--- src/rtl/keccak_padder_p_if.sv ---
`default_nettype none
// +----------------------------------------------------------------------------+
// | keccak_padder_p_if : host word stream in, padded rate block out            |
// | Revision: 1.0                                                              |
// +----------------------------------------------------------------------------+
interface keccak_padder_p_if #(
  parameter int IN_W = 32,
  parameter int RATE = 576
);
  logic [IN_W-1:0]               in;
  logic                          in_ready;
  logic                          is_last;
  logic [$clog2(IN_W/8)-1:0]     byte_num;
  logic                          f_ack;
  logic                          buffer_full;
  logic [RATE-1:0]               out;
  logic                          out_ready;
  logic                          last_block;

  modport master (
    output in, in_ready, is_last, byte_num, f_ack,
    input  buffer_full, out, out_ready, last_block
  );

  modport slave (
    input  in, in_ready, is_last, byte_num, f_ack,
    output buffer_full, out, out_ready, last_block
  );
endinterface
`default_nettype wire

--- src/rtl/keccak_padder_p.sv ---
`default_nettype none
// +----------------------------------------------------------------------------+
// | keccak_padder_p : packs words into RATE-bit blocks with multi-rate padding |
// | Revision: 1.0                                                              |
// +----------------------------------------------------------------------------+
module keccak_padder_p #(
  parameter int         IN_W   = 32,
  parameter int         RATE   = 576,
  parameter logic [7:0] DOMAIN = 8'h01
) (
  input  wire logic       clk,
  input  wire logic       reset,
  keccak_padder_p_if.slave bus
);

  localparam int c_bytes = IN_W / 8;
  localparam int c_words = RATE / IN_W;
  localparam int c_cnt_w = $clog2(c_words + 1);
  localparam logic [c_cnt_w-1:0] c_last_slot = c_cnt_w'(c_words - 1);

  typedef enum logic [1:0] {
    ST_ABSORB = 2'd0,
    ST_PAD    = 2'd1,
    ST_FULL   = 2'd2
  } state_t;

  state_t             r_state;
  logic [c_cnt_w-1:0] r_cnt;
  logic               r_pad_pending;
  logic [RATE-1:0]    r_out;
  logic               r_out_ready;
  logic               r_last_block;
  logic               r_buffer_full;

  logic [IN_W-1:0]    w_last_word;
  logic [IN_W-1:0]    w_pad_word;
  logic [IN_W-1:0]    w_in_word;
  logic               w_final_slot;

  assign w_final_slot = (r_cnt == c_last_slot);

  // Byte 0 sits in the MSBs; the 0x80 terminator always lands in the block's last byte.
  always_comb begin
    w_last_word = '0;
    for (int b = 0; b < c_bytes; b++) begin
      if (b < int'(bus.byte_num))
        w_last_word[IN_W-1-8*b -: 8] = bus.in[IN_W-1-8*b -: 8];
      else if (b == int'(bus.byte_num))
        w_last_word[IN_W-1-8*b -: 8] = DOMAIN;
    end
    if (w_final_slot)
      w_last_word[7:0] = w_last_word[7:0] | 8'h80;
  end

  always_comb begin
    w_pad_word = '0;
    if (w_final_slot)
      w_pad_word[7:0] = 8'h80;
  end

  assign w_in_word = bus.is_last ? w_last_word : bus.in;

  always_ff @(posedge clk) begin
    if (reset) begin
      r_state       <= ST_ABSORB;
      r_cnt         <= '0;
      r_pad_pending <= 1'b0;
      r_out         <= '0;
      r_out_ready   <= 1'b0;
      r_last_block  <= 1'b0;
      r_buffer_full <= 1'b0;
    end else begin
      case (r_state)
        ST_ABSORB: begin
          if (bus.in_ready) begin
            r_out <= {r_out[RATE-IN_W-1:0], w_in_word};
            r_cnt <= r_cnt + 1'b1;
            if (bus.is_last)
              r_pad_pending <= 1'b1;
            if (w_final_slot) begin
              r_state       <= ST_FULL;
              r_out_ready   <= 1'b1;
              r_last_block  <= bus.is_last | r_pad_pending;
              r_buffer_full <= 1'b1;
            end else if (bus.is_last) begin
              r_state       <= ST_PAD;
              r_buffer_full <= 1'b1;
            end
          end
        end
        ST_PAD: begin
          r_out <= {r_out[RATE-IN_W-1:0], w_pad_word};
          r_cnt <= r_cnt + 1'b1;
          if (w_final_slot) begin
            r_state      <= ST_FULL;
            r_out_ready  <= 1'b1;
            r_last_block <= r_pad_pending;
          end
        end
        ST_FULL: begin
          // The block stays in r_out; the next message simply shifts over it.
          if (bus.f_ack) begin
            r_state       <= ST_ABSORB;
            r_cnt         <= '0;
            r_pad_pending <= 1'b0;
            r_out_ready   <= 1'b0;
            r_last_block  <= 1'b0;
            r_buffer_full <= 1'b0;
          end
        end
        default: begin
          r_state       <= ST_ABSORB;
          r_buffer_full <= 1'b0;
          r_out_ready   <= 1'b0;
          r_last_block  <= 1'b0;
        end
      endcase
    end
  end

  assign bus.out         = r_out;
  assign bus.out_ready   = r_out_ready;
  assign bus.last_block  = r_last_block;
  assign bus.buffer_full = r_buffer_full;

endmodule
`default_nettype wire

--- src/flat_wrapper.sv ---
// flat-port wrapper written by rule: the top's interface ports become plain ports
module keccak_padder_p_flat 
#(
  parameter int         IN_W   = 32,
  parameter int         RATE   = 576,
  parameter logic [7:0] DOMAIN = 8'h01
)
  (clk, reset, bus_in, bus_in_ready, bus_is_last, bus_byte_num, bus_f_ack, bus_buffer_full, bus_out, bus_out_ready, bus_last_block);
  keccak_padder_p_if #(.IN_W(IN_W), .RATE(RATE)) bus_i ();
  input  wire logic clk;
  input  wire logic reset;
  input wire logic [$bits(bus_i.in)-1:0] bus_in;
  input wire logic [$bits(bus_i.in_ready)-1:0] bus_in_ready;
  input wire logic [$bits(bus_i.is_last)-1:0] bus_is_last;
  input wire logic [$bits(bus_i.byte_num)-1:0] bus_byte_num;
  input wire logic [$bits(bus_i.f_ack)-1:0] bus_f_ack;
  output wire logic [$bits(bus_i.buffer_full)-1:0] bus_buffer_full;
  output wire logic [$bits(bus_i.out)-1:0] bus_out;
  output wire logic [$bits(bus_i.out_ready)-1:0] bus_out_ready;
  output wire logic [$bits(bus_i.last_block)-1:0] bus_last_block;
  assign bus_i.in = bus_in;
  assign bus_i.in_ready = bus_in_ready;
  assign bus_i.is_last = bus_is_last;
  assign bus_i.byte_num = bus_byte_num;
  assign bus_i.f_ack = bus_f_ack;
  assign bus_buffer_full = bus_i.buffer_full;
  assign bus_out = bus_i.out;
  assign bus_out_ready = bus_i.out_ready;
  assign bus_last_block = bus_i.last_block;
  keccak_padder_p #(.IN_W(IN_W), .RATE(RATE), .DOMAIN(DOMAIN)) u_core (.clk(clk), .reset(reset), .bus(bus_i));
endmodule
--- config.mk ---
export PLATFORM = sky130hd
export DESIGN_NAME = keccak_padder_p_flat
export DESIGN_NICKNAME = d
export VERILOG_FILES = /design/src/rtl/keccak_padder_p_if.sv /design/src/rtl/keccak_padder_p.sv /design/src/flat_wrapper.sv
export SDC_FILE = /design/constraint.sdc
export NUM_CORES = 1
export LEC_CHECK = 0
export BUFFER_PORTS_ARGS = -buffer_cell sky130_fd_sc_hd__buf_2
export CAP_MARGIN = 10
export CORE_AREA = 2 2 244 246
export DETAILED_ROUTE_END_ITERATION = 16
export DIE_AREA = 0 0 246 248
export GPL_ROUTABILITY_DRIVEN = 1
export GPL_TIMING_DRIVEN = 0
export SYNTH_ARGS = -nofsm -noshare
export SYNTH_HDL_FRONTEND = slang
export SYNTH_SLANG_ARGS = --single-unit
export TNS_END_PERCENT = 1
--- constraint.sdc ---
create_clock -name clk -period 1.3 [get_ports clk]
set_input_delay 0.26 -clock clk [delete_from_list [all_inputs] [get_ports clk]]
set_output_delay 0.26 -clock clk [all_outputs]
set_load 0.1 [all_outputs]
==> results_dict.tcl, run 1 <==
set metrics [dict create \
    status "finished, violations left" \
    violations "negative setup slack" \
    start_util_pct 35.8 \
    globalplace.congestion 0.930 \
    synth_commonest_cells "1,094 x nand2_1, 587 x dfxtp_1, 554 x a21oi_1, 80 x clkbuf_1, 50 x buf_2" \
    slew_headroom_pct 53.9 \
    power.total_mw 41.5 \
    wl_um 93600 \
    synth.most_common_cell "nand2_1" \
    routedWlPerCell_um 22.7 \
    die_w_um 246 \
    ir_drop_mv 1.08 \
    drv_slew 0 \
    grt_max_degree 14 \
    synthArstFlopShare_pct 0 \
    place_ws_ns -0.878 \
    antenna_left 0 \
    ys_ff_latch 587 \
    netlist_area_um2 20900 \
    max_cap_violations 0 \
    yosys.area.top_type "dfxtp_1" \
    grt_pass1_wl_um 130000 \
    area_delta_synth_final_pct 81.9 \
    min_path_type "input port to register" \
    rsz0062_at_grt "true" \
    crit_chain "buf_8" \
    port_buffers 617 \
    placementRows 89 \
    required_ns 1.04 \
    core_um2 58500 \
    antenna_found_initial 1 \
    yosysWarnings 0 \
    dp.cells 3940 \
    critPathBufInv 1 \
    hold_viol 0 \
    final_layout_size_suffix_gt1_share_pct 45.2 \
    cts.clk_slew.worst_paths_ns 0.06 \
    final_cell_area_um2 38000 \
    leakagePower_nw 13.6 \
    syn_nets 2591 \
    period_needed_ns 1.51 \
    final_core_util_pct 65.1 \
    root_buffer "clkbuf_16" \
    synth-edff-count 0 \
    worstMarginPinSlew_ns 0.692 \
    path_class "register to output pin" \
    clock_skew_ns 0.0291 \
    h-tree-depth 3 \
    p_per_area_nw_per_um2 1090 \
    crit_fanout 3 \
    worstPathArrival_ns 1.25 \
    via_per_inst 5.29 \
    overflow 0 \
    drt-initial-drc-count 1481 \
    first_pass_iters 6 \
    avgSynthCellArea_um2 8.20 \
    cp-end-kind "output pin" \
    clk_path_buf_depth 3 \
    final_cells 4114 \
    numCtsBuffers 66 \
    fin_ws_ns -0.213 \
    synth_ff_type "dfxtp_1" \
    crit_path_start_kind "register" \
    timing.final.crit_share_pct 116 \
    cp_slowest_stage_delay_ns 0.43 \
    cts_tree "yes" \
    synth_top_area_share_pct 56.2 \
    dp_hpwl_um 61200 \
    ys_seq_area_share_pct 56.2 \
    cts_num_sinks 587 \
    synthCells 2550 \
    diodes 0 \
    crit_family "flip-flops" \
    grt_pass1_vias 21000 \
    placed_cell_area_um2 25000 \
    cpMaxStageDelayCell "dfxtp_2" \
    final_nets 3332 \
    num_vias 21800 \
    post-route-drc-count 0 \
    clkLatencyLatePin_ns 0.60 \
    synthDistinctLibCells 44 \
    fmax_mhz 661 \
    ys_top_cells_by_area "dfxtp_1 56%, nand2_1 20%, a21oi_1 13%" \
    io_pins 618 \
    die_area_um2 61000 \
    setup_viol_count_final 1147 \
    die_h_um 248 \
    grt_util_all_layers_pct 27.7 \
]
-- stage by stage --
stage	TNS, ns	hold WS [ns]
2_1_floorplan	-5.95	0.379
3_3_place_gp	-344.57	0.440
3_5_place_dp	-344.28	0.444
4_1_cts	-197.68	0.0717
5_1_grt	-185.60	0.109
6_report	-124.00	0.104
-- report_power, final --
part	total, mW	internal (mW)	switching [mW]
sequential	17.8	17.7	0.184
clock	19.9	11.9	7.98
combinational	3.79	1.32	2.47
total	41.5	30.9	10.6
-- placed cells by master, fill, tap and decap left out, drive strengths merged, types with 2 or more instances in the layout --
cell type / netlist / routed
nor2: 29 / 29
a22oi: 6 / 6
nor3b: 2 / 2
or3b: 4 / 4
bufinv: 0 / 7
dlygate4sd3: 0 / 34
nand2: 1094 / 1094
a21oi: 554 / 554
o211ai: 3 / 3
a32oi: 20 / 20
nand2b: 6 / 6
o21ai: 2 / 2
nand3b: 5 / 5
o21a: 2 / 2
inv: 3 / 6
dfxtp: 587 / 587
a21boi: 3 / 3
nor3: 2 / 2
nor2b: 3 / 3
a311oi: 2 / 2
mux2i: 4 / 4
buf: 119 / 750
clkinvlp: 0 / 2
clkbuf: 80 / 177
ha: 2 / 2
nand3: 3 / 3
clkinv: 0 / 17
-- layout make-up --
| type | count | area (µm²) |
|---|---|---|
| clock inverter | 29 | 374 |
| fill | 4078 | 20400 |
| sequential | 587 | 13000 |
| tap | 773 | 967 |
| timing repair buffer | 674 | 12000 |
| multi-input combinational | 1761 | 7940 |
| clock buffer | 89 | 1940 |
| buffer | 198 | 1720 |
| inverter | 3 | 11.3 |
-- final timing paths --
check                                         start                  end  slack, ns  cells past startpoint
worst max register to register    u_core.r_state[1]  u_core.bus.out[429]      -0.18                      6
worst min-delay path                bus_byte_num[0]    u_core.bus.out[8]       0.10                      4
worst max-delay path            u_core.bus.out[144]         bus_out[144]      -0.21                      1
worst min register to register  u_core.bus.out[569]  u_core.bus.out[569]       0.47                      2
-- cells by family after synthesis --
| logic type | after synthesis | synth area share [%] |
|---|---|---|
| fa+ha+maj | 2 | 0.120 |
| simple gates | 1154 | 21.3 |
| buf+inv | 202 | 6.99 |
| compound gates | 601 | 15.2 |
| flops | 587 | 56.2 |
| mux | 4 | 0.191 |
-- registers in the layout, indices dropped and copies added (netlist names) --
name	cells
u_core.bus.buffer_full	1
u_core.bus.last_block	1
u_core.bus.out	576
u_core.bus.out_ready	1
u_core.r_cnt	5
u_core.r_pad_pending	1
u_core.r_state	2
-- repair_timing --
item	in CTS	in global routing
setup endpoints to repair	1163	1166
gates cloned	0	7
endpoints found under the hold margin	36	0
setup buffers	12	4
pin swaps	1	13
resized for setup	2394	792
hold buffers	34	0
-- worst reg2reg max path: stages, from the launching register on --
cell and delay, ns:
dfxtp_4 0.36, o21ba_4 0.26, buf_12 0.18, clkbuf_16 0.21
buf_8 0.13, nand2_1 0.10, a21oi_2 0.17
-- layer usage --
layer | part of all wire (%) | global-route usage [%] | vias to the layer above
met2 | 50 | 48.3 | 1039
met4 | 5.1 | 10.4 | 0
li1 | - | - | 9835
met3 | 8.1 | 7.67 | 250
met5 | 0 | 0 | -
met1 | 37 | 32.4 | 10600
Note: power is estimated with default switching activity, not from simulation.
==> run 2: changes to the inputs <==
--- a/constraint.sdc
+++ b/constraint.sdc
@@ -3,2 +3,2 @@
 set_output_delay 0.26 -clock clk [all_outputs]
-set_load 0.1 [all_outputs]
+set_load 0.01 [all_outputs]
==> run 2 against run 1 <==
  * The flow still finishes with violations (negative setup slack)
  * Power shrank 7.6%
  * Setup slack lost 0.0071 ns
  * Combinational power shrank 20%
  * Core utilization shrank 12 points
  * Sequential cell count is the same
  * Critical path type is now register to register
  * Hold slack lost 0.025 ns
  * Clock power shrank 12%
  * Largest cell class is now sequential cells
==> results_dict.tcl, run 2 (synthesized netlist as in run 1, its figures left out) <==
set metrics [dict create \
    status "finished, violations left" \
    violations "negative setup slack" \
    fmax_mhz 658 \
    drt-initial-drc-count 1202 \
    cpMaxStageDelayCell "dfxtp_4" \
    ir_drop_mv 0.964 \
    die_w_um 246 \
    largest_reg_flops 576 \
    dp_hpwl_um 61300 \
    grt_max_degree 15 \
    grt_pass1_vias 19400 \
    clk_path_buf_depth 3 \
    period_needed_ns 1.52 \
    cp_slowest_stage_delay_ns 0.36 \
    post-route-drc-count 0 \
    first_pass_iters 5 \
    antenna_left 0 \
    via_per_inst 4.98 \
    routedWlPerCell_um 20.0 \
    required_ns 1.78 \
    slew_headroom_pct 54.0 \
    diodes 0 \
    io_pins 618 \
    wl_um 82300 \
    numCtsBuffers 60 \
    port_buffers 617 \
    root_buffer "clkbuf_16" \
    fin_ws_ns -0.220 \
    globalplace.congestion 0.903 \
    h-tree-depth 2 \
    final_layout_size_suffix_gt1_share_pct 37.3 \
    crit_cells 7 \
    r2r_cells 7 \
    cts_tree "yes" \
    crit_chain "o21ba_4 -> buf_12 -> buf_16 -> buf_16 -> buf_12 -> nand2_1 -> a21oi_1" \
    cts_num_sinks 587 \
    crit_family "buffers and inverters" \
    grt_util_all_layers_pct 25.6 \
    hold_viol 0 \
    drv_slew 0 \
    placementRows 89 \
    crit_fanout 10 \
    mostFrequentLayoutCell "nand2_1" \
    max_cap_violations 0 \
    grt_pass1_wl_um 120000 \
    cts.clk_slew.worst_paths_ns 0.06 \
    leakagePower_nw 12.1 \
    setup_viol_count_final 1162 \
    worstMarginPinSlew_ns 0.690 \
    antenna_found_initial 0 \
    p_per_area_nw_per_um2 1230 \
    clkLatencyLatePin_ns 0.62 \
    clock_skew_ns 0.0170 \
    timing.final.crit_share_pct 117 \
    min_path_cells 4 \
    power.total_mw 38.4 \
    core_um2 58500 \
    rsz0062_at_grt "true" \
    worstPathArrival_ns 2.00 \
    min_path_type "input port to register" \
    start_util_pct 35.8 \
    path_class "register to register" \
    die_area_um2 61000 \
    final_nets 3328 \
    die_h_um 248 \
    place_ws_ns -0.852 \
    overflow 0 \
    layout_common_cells "1,072 x nand2_1, 520 x a21oi_1, 350 x buf_6" \
    area_delta_synth_final_pct 49.5 \
    num_vias 20400 \
    crit_path_start_kind "register" \
    critPathBufInv 4 \
    cp-end-kind "register" \
]
## run 2: changes by cell type in the layout (fill, tap and decap cells not counted), moves of 12 or more
cell	change
buf_4	-33
clkbuf_1	+12
buf_12	-515
dfxtp_1	+250
nand2_1	-14
buf_6	+305
clkbuf_2	-13
buf_8	-31
dfxtp_4	-25
nand2_2	+18
clkbuf_16	-12
buf_2	+274
dfxtp_2	-225
## run 2: through the flow
step	area (µm²)	utilization, %	hold slack (ns)	TNS [ns]	instances
final	31300	53.5	0.0789	-92.78	4106
after global routing	31300	53.5	0.0962	-156.27	4106
after CTS	29800	51.0	0.0393	-120.98	4098
after detailed placement	25000	42.7	0.444	-348.70	3940
after global placement	25000	42.7	0.440	-338.16	3940
after floorplan	20900	-	0.379	-0.00532	2550
## run 2: worst register-to-register path: cells and delay by family, from the launching register on
family	cells	cell delay [ns]
simple gates	1	0.12
buf+inv	4	0.58
flops	1	0.36
compound gates	2	0.32
## run 2: final cells by class
cell class                 count  area, µm²
clock buffer                  88       1740
sequential                   587      12700
tap                          773        967
clock inverter                20        239
multi-input combinational   1761       7920
fill                        5471      27200
buffer                       198       1920
inverter                       3       11.3
timing repair buffer         676       5800
## run 2: routing by layer
metal | global-route usage, % | wire, µm
met1 | 31.8 | 33900
met2 | 43.3 | 40100
met3 | 6.86 | 6410
met4 | 7.18 | 1930
met5 | 0 | 0
## run 2: where the power goes
part           total [mW]  switching [mW]  internal, mW
combinational        3.03            1.74          1.29
clock                17.5            7.34          10.2
sequential           17.8           0.131          17.7
## run 2: path summary, 6_finish.rpt
kind                    endpoint  slack (ns)                from
max reg2reg  u_core.bus.out[277]       -0.22   u_core.r_state[0]
min           u_core.bus.out[24]        0.08     bus_byte_num[0]
max          u_core.bus.out[277]       -0.22   u_core.r_state[0]
min reg2reg  u_core.bus.out[104]        0.45  u_core.bus.out[72]
## run 2: repair_timing
action	in CTS	in global routing
cloned	10	2
buffers inserted	7	6
gates resized for setup	742	442
hold buffers	34	0
hold endpoints to repair	36	0
pin swaps	6	21
setup endpoints to repair	1163	1166
